===== src/rtl/memory_arbiter_pkg.sv =====
// Shared definitions for the unified-memory arbiter.
// Holds the write-section encodings, the arbiter state encoding and a
// word-alignment helper used when latching byte addresses into commands.
package memory_definitions;

  // Write-section encodings: bit2 high half-word, bit1 low half-word high byte,
  // bit0 low byte. All-zero means a read.
  localparam logic [2:0] WRITE_NONE = 3'b000;
  localparam logic [2:0] WRITE_BYTE = 3'b001;
  localparam logic [2:0] WRITE_HALF = 3'b011;
  localparam logic [2:0] WRITE_WORD = 3'b111;

  typedef enum logic [1:0] {
    ARBITER_IDLE  = 2'd0,
    ARBITER_ISSUE = 2'd1,
    ARBITER_WAIT  = 2'd2
  } arbiter_state_t;

  // Memory is word addressed: drop the byte offset.
  function automatic logic [31:0] word_align(input logic [31:0] byte_address);
    return byte_address & 32'hFFFF_FFFC;
  endfunction

endpackage


===== src/rtl/memory_arbiter_grant_selector.sv =====
// grant_selector: priority decision between the fetch and data ports.
// Data wins by default; once MAX_DATA_STREAK consecutive data grants have
// been given while a fetch waited, the fetch is forced through.
// Ports:
//   clk, reset_n       - clock, synchronous active-low reset
//   fetch_request      - fetch port is requesting
//   data_request       - data port is requesting
//   grant_strobe       - high when a grant may be taken (arbiter idle)
//   grant_data         - data port wins this cycle
//   grant_fetch        - fetch port wins this cycle
module grant_selector #(
  parameter int unsigned MAX_DATA_STREAK = 4
) (
  input  logic clk,
  input  logic reset_n,
  input  logic fetch_request,
  input  logic data_request,
  input  logic grant_strobe,
  output logic grant_data,
  output logic grant_fetch
);

  localparam logic [3:0] STREAK_LIMIT = 4'(MAX_DATA_STREAK);

  logic [3:0] streak_r;
  logic [3:0] streak_next_s;
  logic       limit_hit_s;

  // Priority decision and next streak value.
  always_comb begin
    limit_hit_s   = (streak_r == STREAK_LIMIT);
    grant_fetch   = fetch_request && (!data_request || limit_hit_s);
    grant_data    = data_request && !grant_fetch;
    streak_next_s = streak_r;
    if (grant_strobe && grant_data) begin
      // Only count data grants that actually made a fetch wait.
      if (fetch_request) begin
        if (limit_hit_s) begin
          streak_next_s = streak_r;
        end else begin
          streak_next_s = streak_r + 4'd1;
        end
      end else begin
        streak_next_s = 4'd0;
      end
    end else if (grant_strobe && grant_fetch) begin
      streak_next_s = 4'd0;
    end else begin
      streak_next_s = streak_r;
    end
  end

  // Streak counter register.
  always_ff @(posedge clk) begin
    if (!reset_n) begin
      streak_r <= 4'd0;
    end else begin
      streak_r <= streak_next_s;
    end
  end

endmodule


===== src/rtl/memory_arbiter.sv =====
// memory_arbiter: shares one single-port synchronous-read memory between the
// instruction-fetch port and the load/store port. Each access is a fixed
// IDLE -> ISSUE -> WAIT sequence; the winner's operands are latched at grant.
// Ports:
//   clk, reset_n                     - clock, synchronous active-low reset
//   fetch_request/address            - fetch port request and byte address
//   fetch_done/value                 - fetch completion pulse and read word
//   data_request/address             - data port request and byte address
//   data_write_sections/write_value  - store lane enables and store data
//   data_done/read_value             - data completion pulse and read word
//   memory_enable/address            - memory command valid and word address
//   memory_write_sections/value      - memory store lanes and data
//   memory_read_value                - memory output, valid cycle after enable
module memory_arbiter
  import memory_definitions::*;
#(
  parameter int unsigned MAX_DATA_STREAK = 4
) (
  input  logic        clk,
  input  logic        reset_n,
  input  logic        fetch_request,
  input  logic [31:0] fetch_address,
  output logic        fetch_done,
  output logic [31:0] fetch_value,
  input  logic        data_request,
  input  logic [31:0] data_address,
  input  logic [2:0]  data_write_sections,
  input  logic [31:0] data_write_value,
  output logic        data_done,
  output logic [31:0] data_read_value,
  output logic        memory_enable,
  output logic [31:0] memory_address,
  output logic [2:0]  memory_write_sections,
  output logic [31:0] memory_write_value,
  input  logic [31:0] memory_read_value
);

  arbiter_state_t state_r;
  arbiter_state_t state_next_s;
  logic           grant_strobe_s;
  logic           grant_data_s;
  logic           grant_fetch_s;
  logic           owner_data_r;
  logic [31:0]    address_r;
  logic [2:0]     sections_r;
  logic [31:0]    write_value_r;
  logic           response_s;

  grant_selector #(
    .MAX_DATA_STREAK(MAX_DATA_STREAK)
  ) u_grant_selector (
    .clk          (clk),
    .reset_n      (reset_n),
    .fetch_request(fetch_request),
    .data_request (data_request),
    .grant_strobe (grant_strobe_s),
    .grant_data   (grant_data_s),
    .grant_fetch  (grant_fetch_s)
  );

  // Next-state logic; grants are only taken while idle.
  always_comb begin
    state_next_s   = state_r;
    grant_strobe_s = 1'b0;
    case (state_r)
      ARBITER_IDLE: begin
        grant_strobe_s = 1'b1;
        if (fetch_request || data_request) begin
          state_next_s = ARBITER_ISSUE;
        end else begin
          state_next_s = ARBITER_IDLE;
        end
      end
      ARBITER_ISSUE: state_next_s = ARBITER_WAIT;
      ARBITER_WAIT:  state_next_s = ARBITER_IDLE;
      default:       state_next_s = ARBITER_IDLE;
    endcase
  end

  // State register.
  always_ff @(posedge clk) begin
    if (!reset_n) begin
      state_r <= ARBITER_IDLE;
    end else begin
      state_r <= state_next_s;
    end
  end

  // Command registers: latch the winner's operands at grant, hold otherwise.
  always_ff @(posedge clk) begin
    if (!reset_n) begin
      owner_data_r  <= 1'b0;
      address_r     <= 32'd0;
      sections_r    <= WRITE_NONE;
      write_value_r <= 32'd0;
    end else if ((state_r == ARBITER_IDLE) && grant_data_s) begin
      owner_data_r  <= 1'b1;
      address_r     <= word_align(data_address);
      sections_r    <= data_write_sections;
      write_value_r <= data_write_value;
    end else if ((state_r == ARBITER_IDLE) && grant_fetch_s) begin
      owner_data_r  <= 1'b0;
      address_r     <= word_align(fetch_address);
      sections_r    <= WRITE_NONE;
      write_value_r <= 32'd0;
    end else begin
      owner_data_r  <= owner_data_r;
      address_r     <= address_r;
      sections_r    <= sections_r;
      write_value_r <= write_value_r;
    end
  end

  // The done pulse is suppressed while reset is asserted so a reset landing
  // in WAIT never reports a completion.
  assign response_s            = reset_n && (state_r == ARBITER_WAIT);
  assign memory_enable         = (state_r == ARBITER_ISSUE);
  assign memory_address        = address_r;
  assign memory_write_sections = sections_r;
  assign memory_write_value    = write_value_r;
  assign data_done             = response_s && owner_data_r;
  assign fetch_done            = response_s && !owner_data_r;
  assign data_read_value       = data_done ? memory_read_value : 32'd0;
  assign fetch_value           = fetch_done ? memory_read_value : 32'd0;

endmodule


===== config.mk =====
export PLATFORM = sky130hd
export DESIGN_NAME = memory_arbiter
export DESIGN_NICKNAME = d
export VERILOG_FILES = /design/src/rtl/memory_arbiter_pkg.sv /design/src/rtl/memory_arbiter_grant_selector.sv /design/src/rtl/memory_arbiter.sv
export SDC_FILE = /design/constraint.sdc
export NUM_CORES = 1
export LEC_CHECK = 0
export BUFFER_PORTS_ARGS = -buffer_cell sky130_fd_sc_hd__buf_2
export CAP_MARGIN = 10
export CORE_AREA = 2 2 103 105
export CTS_CLUSTER_DIAMETER = 150
export DETAILED_ROUTE_END_ITERATION = 16
export DIE_AREA = 0 0 105 107
export HOLD_SLACK_MARGIN = 0.1
export PLACE_DENSITY_LB_ADDON = 0.3
export SYNTH_ARGS = -nofsm -noshare
export SYNTH_HDL_FRONTEND = slang
export SYNTH_SLANG_ARGS = --single-unit

===== constraint.sdc =====
create_clock -name clk -period 2.6 [get_ports clk]
set_input_delay 0.26 -clock clk [delete_from_list [all_inputs] [get_ports clk]]
set_output_delay 0.26 -clock clk [all_outputs]
set_load 0.02 [all_outputs]

==> flow_summary_export.csv <==
group,metric,value,unit
status,status,"finished clean",
clock_tree,clock_sinks,72,
synth,synth_top_family_by_area,"compound AO/OA/AOI/OAI gates",
placement,gp_congestion,0.791,
sta,skew,0.0115,ns
finish,fill_cells,953,
finish,stdcell_count,826,
synth,async_flop_share,0,%
critical_path,start_kind,"flop",
clock_tree,worstSkewPairLatency,0.35,ns
routing,drc,0,
clock_tree,clk_pin_slew,0.08,ns
critical_path,crit_type,"flop to output pin",
global_routing,antenna_found_initial,2,
clock_tree,clk_path_buf_depth,2,
placement,portBuffers,262,
routing,vias,4306,
die,die_w,105,um
clock_tree,root_buffer,"clkbuf_8",
critical_path,slowest_stage,"dfxtp_1",
routing,drt_first_iter_violations,288,
critical_path,cp_max_fo,33,
clock_tree,cts_hold_buffers,0,
clock_tree,cts_buffers,9,
synth,synth_cell_types,31,
synth,synth_compound_area_share,31.1,%
power_and_ir_drop,p_per_area,534,mW/mm2
sta,slew_headroom,36.4,%
synth,synth.cell_area,0.00398,mm2
synth,synth_seq_cells,72,
sta,worst_pin_slew,0.954,ns
synth,syn_inst,452,
global_routing,overflow,0,
die,coreArea,0.0101,mm2
routing,via_per_inst,5.21,
synth,ys_warn_count,0,
finish,final_util,54.8,%
sta,setup-violations-final,0,
sta,tns,0,ns
critical_path,slowest_delay,0.41,ns
synth,synth_flop_cell,"dfxtp_1",
sta,max_freq,501,MHz
die,ios,269,
global_routing,grt_pass1_wl,20700,um
sta,layout_min_cycle_time,1.99,ns
finish,nets,820,
sta,period_share,76.7,%
critical_path,cp.arrival,1.73,ns
die,num_rows,37,
routing,detail_route.wl_per_cell,16.1,um
synth,yosys.area_share.simple,21.2,%
die,die_h,107,um
clock_tree,cts_resized,0,
synth,yosysTopAreaCellShare,36.2,%
die,start_util,39.4,%
placement,dp.cells,808,
sta,grt_setup_unrepaired,"no",
power_and_ir_drop,p_leak,2.64,nW
routing,drt.antenna.violating_nets,0,
synth,synth.avg_cell_area,8.80,um2
clock_tree,htreeDepth,3,
synth,yosys-mux-area-fraction,0,%
finish,drive_above_1_share,47.7,%
placement,hpwl,9580,um
synth,synthTopCellsByArea,"dfxtp_1 (36%), o2111ai_2 (11%), and2_1 (10%)",
synth,synth_top_area_cell,"dfxtp_1",
routing,wl,13300,um
global_routing,track_usage,23.0,%
critical_path,path_cells,"nor2b_4, and3b_1, buf_4, and2_1, buf_2",
synth,synth_edf_count,0,
flow_run,drv_cap,0,
power_and_ir_drop,ir_worst_vdd,0.000381,V
global_routing,grt_pass1_vias,4067,
clock_tree,cts_tree,"yes",
synth,seq_area_frac_synth,36.2,%
sta,slew_violations,0,
synth,synthXorXnorAreaFrac,0.440,%
global_routing,grt_max_degree,61,
sta,hold_viol,0,
routing,drt_pass1_iterations,4,
min_path,hold_class,"primary input to flop",
clock_tree,cts_setup_buffers,0,
die,die_area,0.0112,mm2
synth,yosys.area_share.adder,0.629,%
finish,area_delta_synth_final,39.1,%
critical_path,worstPathRequired,2.34,ns
critical_path,worst_setup_path_end_kind,"output pin",
[layout by cell type, fill, tap and decap left out, types with 2 or more instances in the layout]
cell type / Yosys / final
dfxtp_1: 72 / 72
conb_1: 1 / 2
a21boi_1: 21 / 21
buf_2: 27 / 262
and2_1: 66 / 66
buf_4: 5 / 11
clkbuf_8: 0 / 10
a21boi_0: 18 / 18
bufinv_16: 0 / 2
nand2_1: 2 / 2
o221ai_1: 30 / 30
diode_2: 0 / 2
inv_1: 33 / 33
clkinv_4: 0 / 2
nand4_1: 3 / 3
ha_1: 2 / 2
nand3_1: 66 / 66
o21ai_0: 39 / 39
o2111ai_2: 30 / 30
[flip-flops by register name, indices dropped and copies added (netlist names)]
name and flops:
memory_write_sections 3, u_grant_selector.streak_r 4, state_r 2, memory_address 30
owner_data_r 1, memory_write_value 32
[per-layer routing]
layer,routed length [um],vias to the layer above,global-route usage [%]
li1,-,2088,-
met1,5160,2017,26.4
met2,6670,175,39.1
met3,1080,26,7.48
met4,422,0,10.3
met5,0,-,0
[cells by family (layout without fill, tap and decap cells)]
| kind of cell | after synthesis | after routing |
|---|---|---|
| AO/OA/AOI/OAI | 142 | 142 |
| XOR/XNOR | 2 | 2 |
| adder cells (fa/ha/maj) | 2 | 2 |
| buffers and inverters | 88 | 323 |
| flip-flops | 72 | 72 |
| other | 1 | 4 |
| AND/OR/NAND/NOR | 145 | 145 |
[path summary, 6_finish.rpt]
check	start	endpoint	slack [ns]	cells after the start
min	data_write_value[21]	memory_write_value[21]	0.14	3
min reg2reg	memory_write_value[22]	memory_write_value[22]	0.48	2
max reg2reg	u_grant_selector.streak_r[0]	memory_address[11]	0.73	5
max	state_r[0]	fetch_value[0]	0.61	5
[critical path, delay by kind of cell (launching register included)]
family                 cells  cell delay, ns
AND/OR/NAND/NOR            3            0.50
buffers and inverters      2            0.46
flip-flops                 1            0.41
[stage by stage]
step                      area (um2)  worst slack [ns]  total power [mW]  hold WS (ns)
after CTS                       5530             0.584              2.99         0.126
after detailed placement        5300             0.746              1.96         0.463
after floorplan                 3980              1.07              1.70         0.407
final                           5530             0.606              2.96         0.143
after global routing            5530             0.478              3.11         0.134
after global placement          5300             0.802              1.94         0.456
[synthesized netlist by cell type, types with 2 or more instances]
cell type,number
a21boi_0,18
nand3_1,66
clkbuf_2,3
o221ai_1,30
nand2_1,2
a21boi_1,21
o21ai_0,39
nand4_1,3
o2111ai_2,30
buf_6,3
clkbuf_1,17
buf_4,5
buf_2,27
inv_1,33
ha_1,2
nor2b_1,2
dfxtp_1,72
and2_1,66
[area by class of cell]
| type | instances | area (um2) | share of cell area (%) |
|---|---|---|---|
| flip-flops and latches | 72 | 1440 | 26.1 |
| repair buffers | 274 | 1410 | 25.6 |
| well taps | 136 | 170 | 3.08 |
| multi-input cells | 293 | 2150 | 38.9 |
| clock inverters | 6 | 91.3 | 1.65 |
| inverters | 33 | 124 | 2.24 |
| diodes | 2 | 5.00 | 0.0905 |
| clock buffers | 10 | 138 | 2.49 |
[power by group]
group / switching [mW] / internal (mW)
clock: 0.449 / 0.571
combinational: 0.438 / 0.262
sequential: 0.0441 / 1.19
Power figures use the tool's default switching activity.
